## config.mk

```make
export PLATFORM = sky130hd
export DESIGN_NAME = uart_sram_loader_flat
export DESIGN_NICKNAME = d
export VERILOG_FILES = /design/src/rtl/uart_sram_loader_pkg.sv /design/src/rtl/uart_sram_loader_if.sv /design/src/rtl/uart_sram_loader_rx.sv /design/src/rtl/uart_sram_loader.sv /design/src/flat_wrapper.sv
export SDC_FILE = /design/constraint.sdc
export NUM_CORES = 1
export LEC_CHECK = 0
export CELL_PAD_IN_SITES_DETAIL_PLACEMENT = 2
export CELL_PAD_IN_SITES_GLOBAL_PLACEMENT = 2
export CORE_MARGIN = 3
export CORE_UTILIZATION = 37
export DETAILED_ROUTE_END_ITERATION = 10
export PLACE_DENSITY_LB_ADDON = 0.1
export SYNTH_ARGS = -nofsm -noshare
export SYNTH_HDL_FRONTEND = slang
export SYNTH_SLANG_ARGS = --single-unit
```

## constraint.sdc

```tcl
create_clock -name clk_div8 -period 2.86 [get_ports clk_div8]
set_clock_uncertainty 0.2 [all_clocks]
set_input_delay 0.572 -clock clk_div8 [delete_from_list [all_inputs] [get_ports clk_div8]]
set_output_delay 0.572 -clock clk_div8 [all_outputs]
set_load 0.05 [all_outputs]
```

## src/rtl/uart_sram_loader_pkg.sv

```systemverilog
// Shared types and sizes for the UART-to-SRAM image loader.
package uart_sram_loader_pkg;

    localparam int BYTE_W = 8;
    localparam int LEN_W  = 16;
    localparam int WORD_W = 32;

    // Serial receiver states.
    typedef enum logic [1:0] {
        RX_IDLE,
        RX_START,
        RX_DATA,
        RX_STOP
    } rx_state_t;

    // Frame loader states.
    typedef enum logic [2:0] {
        L_LEN_HI,
        L_LEN_LO,
        L_DATA,
        L_WRITE,
        L_CSUM,
        L_DONE,
        L_ERR
    } ld_state_t;

    // Running checksum is a plain XOR over every byte before the CSUM byte.
    function automatic logic [BYTE_W-1:0] csum_next(input logic [BYTE_W-1:0] c,
                                                    input logic [BYTE_W-1:0] b);
        return c ^ b;
    endfunction

endpackage

```

## src/rtl/uart_sram_loader_if.sv

```systemverilog
// Write-port bus between the loader and the SRAM controller.
// Handshake: a word is transferred while sram_mem_wr_en is high; the loader
// keeps sram_mem_addr and sram_mem_wr_data stable for the whole high phase.
interface uart_sram_loader_if #(
    parameter int ADDR_WIDTH = 20
) ();
    import uart_sram_loader_pkg::*;

    logic                  sram_mem_wr_en;
    logic [ADDR_WIDTH-1:0] sram_mem_addr;
    logic [WORD_W-1:0]     sram_mem_wr_data;

    modport master (
        output sram_mem_wr_en,
        output sram_mem_addr,
        output sram_mem_wr_data
    );

    modport slave (
        input sram_mem_wr_en,
        input sram_mem_addr,
        input sram_mem_wr_data
    );
endinterface

```

## src/rtl/uart_sram_loader_rx.sv

```systemverilog
// 8N1 UART receiver: 2-flop input synchronizer plus a mid-bit sampling FSM.
// Emits a one-cycle byte_valid with rx_byte, or a one-cycle frame_err when
// the stop bit is sampled low.
module uart_rx_8n1
    import uart_sram_loader_pkg::*;
#(
    parameter int CLKS_PER_BIT = 54
) (
    input  logic              clk_div8,
    input  logic              rst_n,
    input  logic              uart_rxd,
    output logic              byte_valid,
    output logic [BYTE_W-1:0] rx_byte,
    output logic              frame_err
);

    localparam int CNT_W = $clog2(CLKS_PER_BIT + 1);
    localparam logic [CNT_W-1:0] HALF_LAST = CNT_W'(CLKS_PER_BIT / 2 - 1);
    localparam logic [CNT_W-1:0] BIT_LAST  = CNT_W'(CLKS_PER_BIT - 1);

    logic              r_sync1;
    logic              r_sync2;
    rx_state_t         r_state;
    logic [CNT_W-1:0]  r_cnt;
    logic [2:0]        r_bit_idx;
    logic [BYTE_W-1:0] r_shift;
    logic              r_byte_valid;
    logic              r_frame_err;

    // Bring the asynchronous line into the clock domain; idle level is high.
    always_ff @(posedge clk_div8 or negedge rst_n) begin
        if (!rst_n) begin
            r_sync1 <= 1'b1;
            r_sync2 <= 1'b1;
        end else begin
            r_sync1 <= uart_rxd;
            r_sync2 <= r_sync1;
        end
    end

    // Receiver FSM with registered one-cycle result pulses.
    always_ff @(posedge clk_div8 or negedge rst_n) begin
        if (!rst_n) begin
            r_state      <= RX_IDLE;
            r_cnt        <= '0;
            r_bit_idx    <= '0;
            r_shift      <= '0;
            r_byte_valid <= 1'b0;
            r_frame_err  <= 1'b0;
        end else begin
            r_byte_valid <= 1'b0;
            r_frame_err  <= 1'b0;
            case (r_state)
                RX_IDLE: begin
                    r_cnt <= '0;
                    if (!r_sync2) begin
                        r_state <= RX_START;
                    end
                end
                RX_START: begin
                    if (r_cnt == HALF_LAST) begin
                        r_cnt <= '0;
                        // A start bit that is gone by mid-bit was only a glitch.
                        if (!r_sync2) begin
                            r_state   <= RX_DATA;
                            r_bit_idx <= '0;
                        end else begin
                            r_state <= RX_IDLE;
                        end
                    end else begin
                        r_cnt <= r_cnt + 1'b1;
                    end
                end
                RX_DATA: begin
                    if (r_cnt == BIT_LAST) begin
                        r_cnt   <= '0;
                        r_shift <= {r_sync2, r_shift[BYTE_W-1:1]};
                        if (r_bit_idx == 3'd7) begin
                            r_state <= RX_STOP;
                        end else begin
                            r_bit_idx <= r_bit_idx + 1'b1;
                        end
                    end else begin
                        r_cnt <= r_cnt + 1'b1;
                    end
                end
                RX_STOP: begin
                    if (r_cnt == BIT_LAST) begin
                        r_cnt   <= '0;
                        r_state <= RX_IDLE;
                        if (r_sync2) begin
                            r_byte_valid <= 1'b1;
                        end else begin
                            r_frame_err <= 1'b1;
                        end
                    end else begin
                        r_cnt <= r_cnt + 1'b1;
                    end
                end
                default: r_state <= RX_IDLE;
            endcase
        end
    end

    assign byte_valid = r_byte_valid;
    assign rx_byte    = r_shift;
    assign frame_err  = r_frame_err;

endmodule

```

## src/rtl/uart_sram_loader.sv

```systemverilog
// Receives a length-prefixed, XOR-checksummed image over UART and writes it
// word by word to the SRAM controller write port. Status feeds board LEDs.
module uart_sram_loader
    import uart_sram_loader_pkg::*;
#(
    parameter int                    CLKS_PER_BIT = 54,
    parameter int                    ADDR_WIDTH   = 20,
    parameter logic [ADDR_WIDTH-1:0] BASE_ADDR    = '0,
    parameter int                    WR_HOLD      = 4
) (
    input  logic              clk_div8,
    input  logic              rst_n,
    input  logic              uart_rxd,
    uart_sram_loader_if.master sram,
    output logic [LEN_W-1:0]  words_loaded,
    output logic              busy,
    output logic              done,
    output logic              err
);

    localparam int HOLD_W = $clog2(WR_HOLD + 1);
    localparam logic [HOLD_W-1:0] HOLD_LAST = HOLD_W'(WR_HOLD - 1);

    logic              w_byte_valid;
    logic [BYTE_W-1:0] w_rx_byte;
    logic              w_frame_err;
    logic [LEN_W-1:0]  w_words_next;

    ld_state_t             r_state;
    logic [LEN_W-1:0]      r_len;
    logic [1:0]            r_idx;
    logic [WORD_W-1:0]     r_asm;
    logic [HOLD_W-1:0]     r_hold_cnt;
    logic [BYTE_W-1:0]     r_csum;
    logic                  r_wr_en;
    logic [ADDR_WIDTH-1:0] r_addr;
    logic [WORD_W-1:0]     r_wr_data;
    logic [LEN_W-1:0]      r_words;
    logic                  r_busy;
    logic                  r_done;
    logic                  r_err;

    uart_rx_8n1 #(
        .CLKS_PER_BIT (CLKS_PER_BIT)
    ) u_rx (
        .clk_div8   (clk_div8),
        .rst_n      (rst_n),
        .uart_rxd   (uart_rxd),
        .byte_valid (w_byte_valid),
        .rx_byte    (w_rx_byte),
        .frame_err  (w_frame_err)
    );

    assign w_words_next = r_words + 1'b1;

    // Loader FSM: length, data assembly, timed write, checksum, sticky status.
    always_ff @(posedge clk_div8 or negedge rst_n) begin
        if (!rst_n) begin
            r_state    <= L_LEN_HI;
            r_len      <= '0;
            r_idx      <= '0;
            r_asm      <= '0;
            r_hold_cnt <= '0;
            r_csum     <= '0;
            r_wr_en    <= 1'b0;
            r_addr     <= BASE_ADDR;
            r_wr_data  <= '0;
            r_words    <= '0;
            r_busy     <= 1'b0;
            r_done     <= 1'b0;
            r_err      <= 1'b0;
        end else if (w_frame_err && r_state != L_DONE && r_state != L_ERR) begin
            // A broken frame aborts at once; an in-flight word is not counted.
            r_state <= L_ERR;
            r_wr_en <= 1'b0;
            r_busy  <= 1'b0;
            r_err   <= 1'b1;
        end else begin
            case (r_state)
                L_LEN_HI: begin
                    if (w_byte_valid) begin
                        r_len[LEN_W-1:BYTE_W] <= w_rx_byte;
                        r_csum                <= csum_next(r_csum, w_rx_byte);
                        r_busy                <= 1'b1;
                        r_state               <= L_LEN_LO;
                    end
                end
                L_LEN_LO: begin
                    if (w_byte_valid) begin
                        r_len[BYTE_W-1:0] <= w_rx_byte;
                        r_csum            <= csum_next(r_csum, w_rx_byte);
                        r_idx             <= '0;
                        if ({r_len[LEN_W-1:BYTE_W], w_rx_byte} == '0) begin
                            r_state <= L_CSUM;
                        end else begin
                            r_state <= L_DATA;
                        end
                    end
                end
                L_DATA: begin
                    if (w_byte_valid) begin
                        r_asm[{r_idx, 3'b000} +: BYTE_W] <= w_rx_byte;
                        r_csum                           <= csum_next(r_csum, w_rx_byte);
                        if (r_idx == 2'd3) begin
                            // Fourth byte lands straight in the output register.
                            r_wr_data  <= {w_rx_byte, r_asm[23:0]};
                            r_wr_en    <= 1'b1;
                            r_hold_cnt <= '0;
                            r_state    <= L_WRITE;
                        end else begin
                            r_idx <= r_idx + 1'b1;
                        end
                    end
                end
                L_WRITE: begin
                    // No byte can arrive here: the hold is shorter than a byte time.
                    if (r_hold_cnt == HOLD_LAST) begin
                        r_wr_en <= 1'b0;
                        r_addr  <= r_addr + ADDR_WIDTH'(4);
                        r_words <= w_words_next;
                        r_idx   <= '0;
                        if (w_words_next == r_len) begin
                            r_state <= L_CSUM;
                        end else begin
                            r_state <= L_DATA;
                        end
                    end else begin
                        r_hold_cnt <= r_hold_cnt + 1'b1;
                    end
                end
                L_CSUM: begin
                    if (w_byte_valid) begin
                        r_busy <= 1'b0;
                        if (w_rx_byte == r_csum) begin
                            r_done  <= 1'b1;
                            r_state <= L_DONE;
                        end else begin
                            r_err   <= 1'b1;
                            r_state <= L_ERR;
                        end
                    end
                end
                L_DONE: begin
                    r_busy <= 1'b0;
                end
                L_ERR: begin
                    r_busy  <= 1'b0;
                    r_wr_en <= 1'b0;
                end
                default: r_state <= L_ERR;
            endcase
        end
    end

    assign sram.sram_mem_wr_en   = r_wr_en;
    assign sram.sram_mem_addr    = r_addr;
    assign sram.sram_mem_wr_data = r_wr_data;
    assign words_loaded          = r_words;
    assign busy                  = r_busy;
    assign done                  = r_done;
    assign err                   = r_err;

endmodule
```

## src/flat_wrapper.sv

```systemverilog
// flat-port wrapper written by rule: the top's interface ports become plain ports
module uart_sram_loader_flat import uart_sram_loader_pkg::*;
#(
    parameter int                    CLKS_PER_BIT = 54,
    parameter int                    ADDR_WIDTH   = 20,
    parameter logic [ADDR_WIDTH-1:0] BASE_ADDR    = '0,
    parameter int                    WR_HOLD      = 4
)
  (clk_div8, rst_n, uart_rxd, words_loaded, busy, done, err, sram_sram_mem_wr_en, sram_sram_mem_addr, sram_sram_mem_wr_data);
  uart_sram_loader_if #(.ADDR_WIDTH(ADDR_WIDTH)) sram_i ();
  input  logic clk_div8;
  input  logic rst_n;
  input  logic uart_rxd;
  output logic [LEN_W-1:0] words_loaded;
  output logic busy;
  output logic done;
  output logic err;
  output wire logic [$bits(sram_i.sram_mem_wr_en)-1:0] sram_sram_mem_wr_en;
  output wire logic [$bits(sram_i.sram_mem_addr)-1:0] sram_sram_mem_addr;
  output wire logic [$bits(sram_i.sram_mem_wr_data)-1:0] sram_sram_mem_wr_data;
  assign sram_sram_mem_wr_en = sram_i.sram_mem_wr_en;
  assign sram_sram_mem_addr = sram_i.sram_mem_addr;
  assign sram_sram_mem_wr_data = sram_i.sram_mem_wr_data;
  uart_sram_loader #(.CLKS_PER_BIT(CLKS_PER_BIT), .ADDR_WIDTH(ADDR_WIDTH), .BASE_ADDR(BASE_ADDR), .WR_HOLD(WR_HOLD)) u_core (.clk_div8(clk_div8), .rst_n(rst_n), .uart_rxd(uart_rxd), .sram(sram_i), .words_loaded(words_loaded), .busy(busy), .done(done), .err(err));
endmodule
```

# Word-level counts from Yosys, hierarchy flattened
# Cells that the tools add are included.
# totals
ff_bits	159
latch_bits	0
mem_bits_rw	0
romBits	0
inputBits	3
out_inout_bits	72
wordCells	158
n_memories	0
# op_classes
add_sub_neg	7
mul	0
div_mod_pow	0
n_lt_le_gt_ge	0
n_eq_ne	39
shifts	2
muxes	55
bitwise	2
reduce_logical	31
# op_table
op	n
3-bit two-way mux	16
32-bit bitwise mux	1
8-bit by 7-bit variable shift with 32-bit output, first input constant	1
8-bit by 7-bit indexed part select with 32-bit output	1
2-bit two-way mux	11
2-bit inequality test, second input constant	11
3-bit AND reduction	7
20-bit by 3-bit adder with 20-bit output, second input constant	1
3-bit one-hot mux with 6 select lines	1
6-bit one-hot mux with 3 select lines	1
1-bit two-way mux	17
16-bit by 1-bit adder with 16-bit output, second input constant	1
16-bit equality test	1
16-bit zero test	1
5-bit AND reduction	3
3-bit equality test, second input constant	4
6-bit two-way mux	2
3-bit by 2-bit inequality test with 1-bit output, second input constant	4
3-bit one-hot mux with 2 select lines	2
4-bit AND reduction	3
3-bit by 2-bit equality test with 1-bit output, second input constant	3
8-bit equality test	1
2-bit by 1-bit inequality test with 1-bit output, second input constant	4
2-bit one-hot mux with 4 select lines	1
26 further kinds	38

# Logic depth before layout (Yosys ltp)
# Gate-level depths: netlist of run 1.
# logic_depth
word_depth	6
ltp_mapped	9

# Hierarchy
# A second synthesis of run 1 with hierarchy kept.
# hier_totals
hier_cells	646
hier_area_um2	7045.5
# modules_own_cells
module	n_inst	cells_per_inst	area_each_um2	seq_area_each_um2
uart_sram_loader	1	560	5987.0	3153.0
uart_rx_8n1	1	86	1058.5	578.1

# Worst setup path before layout of run 1
# No wires, ideal clock.
# synth_path
kind	reg-to-reg
from	register u_core.r_words[0], in the netlist u_core.words_loaded[0]
to	register u_core.r_state[1]
arrival_time_ns	2.209
required_time_ns	2.526
setup_slack_ns	0.318
stages_incl_launch_ff	8
path_cell_list	dfrtp_1 -> ha_1 -> nand2b_1 -> or3b_2 -> o31ai_2 -> nand4_1 -> nor4b_1 -> o22ai_1
# synth_via
elab_chain_cells	6
# synth_rtl
element	line	text
from (decl)	uart_sram_loader.sv:38	logic [LEN_W-1:0] r_words;
from (signal assigned)	uart_sram_loader.sv:120	r_words <= w_words_next;
16-bit by 1-bit adder with 16-bit output	uart_sram_loader.sv:54	assign w_words_next = r_words + 1'b1;
16-bit equality test	uart_sram_loader.sv:122	if (w_words_next == r_len) begin
3-bit two-way mux	uart_sram_loader.sv:122	
3-bit two-way mux	uart_sram_loader.sv:117	if (r_hold_cnt == HOLD_LAST) begin
3-bit one-hot mux with 6 select lines	uart_sram_loader.sv:79	case (r_state)
3-bit two-way mux	uart_sram_loader.sv:72	end else if (w_frame_err && r_state != L_DONE && r_state != L_ERR) begin
to (signal assigned)	uart_sram_loader.sv:74	r_state <= L_ERR;
to (signal assigned)	uart_sram_loader.sv:123	r_state <= L_CSUM;
to (signal assigned)	uart_sram_loader.sv:125	r_state <= L_DATA;
to (decl)	uart_sram_loader.sv:29	ld_state_t r_state;
# No other way between the ends. The select of a mux whose other input is x is not followed.
# A chain may end at the register's enable or synchronous reset.

# Worst setup path after layout of run 1
# layout_path
from	register u_core.r_words[5], in the netlist u_core.words_loaded[5]
to	output words_loaded[5]
# layout_rtl
element	line	text
to (decl)	flat_wrapper.sv:14	output logic [LEN_W-1:0] words_loaded;
# No word-level cell between the ends.

==> results of run 1 <==
-- cell usage after synthesis, drive strengths merged, types with 3 or more instances --
library cell  instances  share of area [%]
nor4                 13                1.2
nor3                 11               0.93
nand2                94                5.0
dfrtp               147                 52
buf                  11               0.82
nand2b                4               0.36
ha                   15                2.7
inv                  16               0.86
mux2                 62                 10
xor2                 34                4.2
nor3b                 3               0.32
xnor2                38                4.7
nand3                21                1.7
a31oi                 5               0.66
or3                   3               0.29
o21ai                38                2.7
nand4                19                1.7
and4                  4               0.52
a21oi                 9               0.64
nor2                 25                1.4
and3                  5               0.45
nor4b                 4               0.59
clkbuf               20                1.1
-- power by group --
| group | internal, mW | switching, mW |
|---|---|---|
| registers | 2.14 | 0.0473 |
| logic | 0.0734 | 0.126 |
| clock network | 1.40 | 0.983 |
| total | 3.61 | 1.16 |
-- kinds of logic (layout without fill, tap and decap cells) --
group                    after synthesis  in the layout  share of synthesized area, %
AND/OR/NAND/NOR                      216            216                          15.5
adder cells (fa/ha/maj)               15             15                          2.68
multiplexers                          62             62                          9.96
buffers and inverters                 47            141                          2.75
flip-flops                           149            149                          53.2
other                                  1              2                        0.0535
XOR/XNOR                              72             72                          9.00
AO/OA/AOI/OAI                         72             72                          6.82
-- repair_timing --
| action | CTS | global route |
|---|---|---|
| resized for setup | 0 | 0 |
| endpoints found under the hold margin | 37 | 0 |
| hold buffers | 1 | 0 |
-- sequential cells by signal, indices dropped and copies added, names as in the netlist, 2 cells and up, named ones only --
register and count:
u_core.r_idx 2, u_core.sram.sram_mem_wr_data 32, u_core.r_len 16, u_core.sram.sram_mem_addr 18, u_core.r_hold_cnt 3, u_core.u_rx.r_cnt 6, u_core.u_rx.r_bit_idx 3, u_core.u_rx.rx_byte 8
u_core.r_state 3, u_core.r_csum 8, u_core.r_asm 24, u_core.words_loaded 16
-- final cells by class --
cell class	count	area share [%]
clock buffers	17	4.89
clock inverters	15	2.22
inverters	16	0.691
multi-input cells	439	35.5
flip-flops and latches	149	42.9
well taps	229	3.30
repair buffers	93	10.4
-- stage by stage --
| stage | hold slack (ps) | instances | util, % | area, µm² |
|---|---|---|---|---|
| after CTS | 158 | 958 | 47.6 | 8690 |
| after floorplan | 76.4 | 635 | - | 7010 |
| final | 157 | 958 | 47.6 | 8690 |
| after global placement | 147 | 925 | 44.1 | 8060 |
| after global routing | 166 | 958 | 47.6 | 8690 |
| after detailed placement | 148 | 925 | 44.1 | 8060 |
-- how the worst max path moves through the flow --
stage	end	slack [ps]	cells after the start
CTS	words_loaded[5]	200	1
detailed placement	u_core.r_state[2]$_DFFE_PN0P_	270	7
finish	words_loaded[5]	210	1
floorplan	u_core.r_state[1]$_DFFE_PN0P_	320	7
global route	u_core.r_state[2]$_DFFE_PN0P_	50	7
global placement	u_core.r_state[1]$_DFFE_PN0P_	430	7
-- routing by layer --
layer / up-vias / share of wire [%] / global-route usage (%)
li1: 2351 / - / -
met1: 2676 / 44 / 24.7
met2: 64 / 53 / 35.3
met3: 13 / 2.3 / 3.46
met4: 0 / 0.98 / 5.00
met5: - / 0 / 0
==> reports/results.env, run 1 <==
PATH_DELAY_FAMILY='buffers and inverters'
IO_BUFFER_COUNT=72
GRT_ANTENNA_BEFORE_REPAIR=0
REGISTER_AREA_UM2=3730
IO_PINS=75
SETUP_SLACK_PS=211
SLEW_HEADROOM_PCT=46.8
REMAINING_DRC_ERRORS=0
STARTPOINT='u_core.words_loaded[5]$_DFFE_PN0P_'
CAP_VIOLATIONS=0
SETUP.WORST_PATH.CLASS='reg -> out'
DRT_WL_TOTAL_UM=19300
SYNTH_WARNINGS=0
HOLD_VIOL=0
NETLIST-CELL-TYPE-COUNT=61
WIRE_LENGTH_OF_THE_FIRST_GLOBAL_ROUTING_PASS_UM=31800
DIE_AR_UM2=20600
REQUIRED_PS=2090
POST_SYNTH.CELL_AREA_AVG_UM2=11.1
PATH_BUF_INV=1
SYNTH_EDF_COUNT=0
CTS-BUFFERS-INSERTED=17
ASYNCSETRESETFLOPFRACSYNTH_PCT=100
P_PER_AREA_nW_PER_UM2=548
FMAX_MHz=378
DP_WORST_SETUP_SLACK_PS=267
SETUP.WORST_PATH.START_CLASS='flip-flop'
STD_CELL_ROWS=49
LAYOUT_COMMON_CELLS='sky130_fd_sc_hd__dfrtp_1, sky130_fd_sc_hd__nand2_1, sky130_fd_sc_hd__clkdlybuf4s50_1'
CLK-INSERTION-DELAY-LATE_PS=420
FRACTION_OF_FINAL_LAYOUT_CELLS_SIZED_BEYOND_DRIVE_STRENGTH_1_PCT=18.0
FIRST_DRT_ITERATION_DRCS=218
TIMING.REG2REG.SETUP_SLACK_PS=220
DRT.ANTENNA.VIOLATING_NETS=0
GRT_OVERFLOW=0
SYNTH-SEQ-AREA-SHARE_PCT=53.2
CRITICAL_PATH.MAX_FANOUT=9
FLOORPLAN.INITIALDENSITY_PCT=38.4
MIN_PATH_TYPE='reg -> reg'
DRT-WIRELENGTH-PER-CELL_UM=20.1
FINALNETCOUNT=734
SETUP_TNS_AFTER_FINAL_LAYOUT_PS=0
CTS_ROOT_BUF='sky130_fd_sc_hd__clkbuf_16'
POST-ROUTE-MIN-PERIOD_PS=2650
CRIT_PATH_CELL_TRACE='clkdlybuf4s50_1'
REG2REG_TO='u_core.r_state[2]$_DFFE_PN0P_'
H_TREE_DEPTH=4
CRIT_PATH_END_KIND='output port'
MAXIMUM_VDD_IR_DROP_mV=0.381
NFILLCELLS=1857
DIE_H_UM=144
CELLLEAKAGEPOWER_nW=3.95
CRITICAL_PATH.MAX_STAGE_DELAY_PS=880
TRITONCTS='built'
HOLD_PATH_END='u_core.u_rx.r_sync2$_DFF_PN1_'
CLK_TRANSITION_REPORTED_PATHS_PS=70
DP_HPWL_UM=13300
DIE_X_UM=144
GRT_UTIL_ALL_LAYERS_PCT=19.7
CLK_PATH_BUF_DEPTH=2
CTS_SETUP_BUFFERS=0
HOLD_START='u_core.u_rx.r_sync1$_DFF_PN1_'
CRIT_ARRIVAL_PS=1880
WORST-SLEW-PIN-TRANSITION_PS=790
POSTSYNTHCELLCOUNT=634
DRTPASS1ITERATIONS=4
MULTI_INPUT_AREA_UM2=3090
COUNT_OF_INSERTED_ANTENNA_DIODE_CELLS=0
VIAS_PER_CELL=5.33
NETLIST_AREA_UM2=7010
CLOCK_SINK_COUNT=149
FIRST_GLOBAL_VIAS=5735
YOSYS_REGISTER_BITS=149
WORSTREG2REGSTART='u_core.words_loaded[0]$_DFFE_PN0P_'
SYNTH_TOP_FLOP_CELL='sky130_fd_sc_hd__dfrtp_1'
UNREPAIRED_SETUP_ENDPOINTS_AFTER_GLOBAL_ROUTING='no'
TIMING.FINAL.MAX_SLEW_VIOLATIONS=0
MOSTFREQUENTLAYOUTCELL='sky130_fd_sc_hd__dfrtp_1'
TIMING.FINAL.SETUP_VIOLATIONS=0
VIA_COUNT=5104
HOLD-PATH-CELL-COUNT=0
LAYOUT_WORST_PATH_CYCLE_SHARE_PCT=92.6
SYN_TO_FINAL_GROWTH_PCT=24.0
CRITPATHSLOWESTCELL='sky130_fd_sc_hd__clkdlybuf4s50_1'
GLOBALPLACE.CONGESTION=0.862
CORE_REGION_AREA_UM2=18300
POST-LAYOUT-TOTAL-POWER_mW=4.77
LARGEST_NET_DEGREE_AT_THE_START_OF_GLOBAL_ROUTING=51
STATUS='finished clean'
WORSTREGTOREGCELLS=7
Power figures use the tool's default switching activity.
==> run 2, diff against run 1 <==
--- a/config.mk
+++ b/config.mk
@@ -5,11 +5,13 @@
 export SDC_FILE = /design/constraint.sdc
 export NUM_CORES = 1
 export LEC_CHECK = 0
+export CAP_MARGIN = 10
 export CELL_PAD_IN_SITES_DETAIL_PLACEMENT = 2
 export CELL_PAD_IN_SITES_GLOBAL_PLACEMENT = 2
 export CORE_MARGIN = 3
 export CORE_UTILIZATION = 37
 export DETAILED_ROUTE_END_ITERATION = 10
+export MAX_ROUTING_LAYER = met4
 export PLACE_DENSITY_LB_ADDON = 0.1
 export SYNTH_ARGS = -nofsm -noshare
 export SYNTH_HDL_FRONTEND = slang
==> reports/results.env, run 2 (synthesis results as in run 1) <==
STATUS='finished clean'
TIMING.FINAL.SETUP_VIOLATIONS=0  # unchanged
CTS_SETUP_BUFFERS=0  # unchanged
IO_BUFFER_COUNT=72  # unchanged
STD_CELL_ROWS=49  # unchanged
VIA_COUNT=5171  # +1.3%
VIAS_PER_CELL=5.39  # +1.2%
SETUP_TNS_AFTER_FINAL_LAYOUT_PS=0  # unchanged
GRT_UTIL_MET3_PCT=4.13  # +0.67 points
PATH_BUF_INV=1  # unchanged
CRIT_PATH_END_KIND='output port'
DRT.ANTENNA.VIOLATING_NETS=0  # unchanged
CRITICAL_PATH.MAX_STAGE_DELAY_PS=890  # about the same
LAYOUT_WORST_PATH_CYCLE_SHARE_PCT=91.8  # -0.82 points
DIE_AR_UM2=20600  # unchanged
LARGEST_REGISTER_FFS=32  # unchanged
FMAX_MHz=381  # +0.90%
NFILLCELLS=1841  # -0.86%
FLOORPLAN.INITIALDENSITY_PCT=38.4  # unchanged
M2_GR_USAGE_PCT=36.4  # +1.1 points
REMAINING_DRC_ERRORS=0  # unchanged
CTS-BUFFERS-INSERTED=17  # unchanged
UNREPAIRED_SETUP_ENDPOINTS_AFTER_GLOBAL_ROUTING='no'
WIRE_LENGTH_OF_THE_FIRST_GLOBAL_ROUTING_PASS_UM=32600  # +2.6%
TRITONCTS='built'
P_PER_AREA_nW_PER_UM2=543  # -0.88%
CRITPATHSLOWESTCELL='sky130_fd_sc_hd__clkdlybuf4s50_1'
GLOBALPLACE.CONGESTION=0.841  # -2.4%
FIRST_DRT_ITERATION_DRCS=151  # -31%
MAXIMUM_VDD_IR_DROP_mV=0.429  # +13%
POST-ROUTE-MIN-PERIOD_PS=2630  # -23.6 ps
CLK_PATH_BUF_DEPTH=2  # unchanged
CLK_TRANSITION_REPORTED_PATHS_PS=70  # about the same
CAP_VIOLATIONS=0  # unchanged
CELLLEAKAGEPOWER_nW=3.96  # about the same
CTS_ROOT_BUF='sky130_fd_sc_hd__clkbuf_16'
SETUP.WORST_PATH.CLASS='reg -> out'
WORST-SLEW-PIN-TRANSITION_PS=863  # +72.7 ps
MIN_PATH_TYPE='reg -> reg'
FIRST_GLOBAL_VIAS=5891  # +2.7%
DRTPASS1ITERATIONS=4  # unchanged
LARGEST_NET_DEGREE_AT_THE_START_OF_GLOBAL_ROUTING=47  # -7.8%
MULTI_INPUT_AREA_UM2=3090  # unchanged
TIMING.FINAL.MAX_SLEW_VIOLATIONS=0  # unchanged
H_TREE_DEPTH=4  # unchanged
HOLD_VIOL=0  # unchanged
REQUIRED_PS=2090  # about the same
CLOCK_SINK_COUNT=149  # unchanged
POST_LAYOUT_NONFILLER_INSTANCES=959  # +0.10%
REGISTER_AREA_UM2=3730  # unchanged
DP_HPWL_UM=13400  # +0.43%
PATH_DELAY_FAMILY='buffers and inverters'
FINALNETCOUNT=735  # +0.14%
COUNT_OF_INSERTED_ANTENNA_DIODE_CELLS=0  # unchanged
DRT-WIRELENGTH-PER-CELL_UM=20.6  # +2.4%
DIE_H_UM=144  # unchanged
MOSTFREQUENTLAYOUTCELL='sky130_fd_sc_hd__dfrtp_1'
CRITICAL_PATH.MAX_FANOUT=9  # unchanged
SYN_TO_FINAL_GROWTH_PCT=23.9  # about the same
LAYOUT.CORE_UTILIZATION_PCT=47.5  # about the same
IO_PINS=75  # unchanged
POST-PLACE-CELLS=926  # +0.11%
GRTUSAGEMET1_PCT=24.8  # +0.17 points
LAYOUT_COMMON_CELLS='sky130_fd_sc_hd__dfrtp_1, sky130_fd_sc_hd__nand2_1, sky130_fd_sc_hd__clkdlybuf4s50_1'
DIE_X_UM=144  # unchanged
SLEW_HEADROOM_PCT=41.9  # -4.9 points
CTS_RESIZED=0  # unchanged
CLK-INSERTION-DELAY-LATE_PS=430  # about the same
GRT_ANTENNA_BEFORE_REPAIR=0  # unchanged
CORE_REGION_AREA_UM2=18300  # unchanged
DRT_WL_TOTAL_UM=19700  # +2.5%
FRACTION_OF_FINAL_LAYOUT_CELLS_SIZED_BEYOND_DRIVE_STRENGTH_1_PCT=17.9  # -0.025 points
CRIT_ARRIVAL_PS=1850  # -30 ps
GRT_MOST_USED_LAYER='met2'
SETUP.WORST_PATH.START_CLASS='flip-flop'
CRIT_PATH_CELL_TRACE='clkdlybuf4s50_1'
GRT_UTIL_ALL_LAYERS_PCT=20.9  # +1.2 points
GRT_OVERFLOW=0  # unchanged
HOLD_BUFFERS=1  # unchanged
run 2: routing by layer:
layer	share of wire, %	vias to the layer above
met5	0	-
met4	1.0	0
met3	2.5	13
met2	53	76
met1	43	2725
li1	-	2357
run 2: cell type report:
| cell class | instances | area share (%) |
|---|---|---|
| flip-flops and latches | 149 | 43.0 |
| multi-input cells | 439 | 35.6 |
| repair buffers | 94 | 10.5 |
| clock buffers | 18 | 4.94 |
| well taps | 229 | 3.30 |
| clock inverters | 14 | 2.03 |
| inverters | 16 | 0.691 |
run 2: per-stage QoR:
step                area [µm²]  hold WS (ps)  power [mW]  worst slack [ps]
detailed placement        8070           148        2.43               329
finish                    8690           161        4.72               235
global route              8690           172        4.91              24.0
CTS                       8690           165        4.80               189
global placement          8070           148        2.42               432
floorplan                 7010          76.4        2.34               318
run 2: report_power, final:
part	total, mW	internal [mW]	switching (mW)	leakage [nW]
combinational	0.206	0.0742	0.132	1.59
sequential	2.19	2.14	0.0510	2.07
clock	2.33	1.38	0.941	0.297
total	4.72	3.60	1.12	3.96
run 2: path summary, 6_finish.rpt:
kind                                                    start                             endpoint  slack [ps]  cells after the start
setup reg to reg           u_core.words_loaded[0]$_DFFE_PN0P_        u_core.r_state[1]$_DFFE_PN0P_         280                      7
min in group asynchronous                               rst_n  u_core.words_loaded[10]$_DFFE_PN0P_         450                      2
hold reg to reg                 u_core.u_rx.r_sync1$_DFF_PN1_        u_core.u_rx.r_sync2$_DFF_PN1_         160                      0
max in group asynchronous                               rst_n         u_core.r_asm[16]$_DFFE_PN0P_        1230                      3
hold / removal                  u_core.u_rx.r_sync1$_DFF_PN1_        u_core.u_rx.r_sync2$_DFF_PN1_         160                      0
setup / recovery           u_core.words_loaded[3]$_DFFE_PN0P_                      words_loaded[3]         230                      1
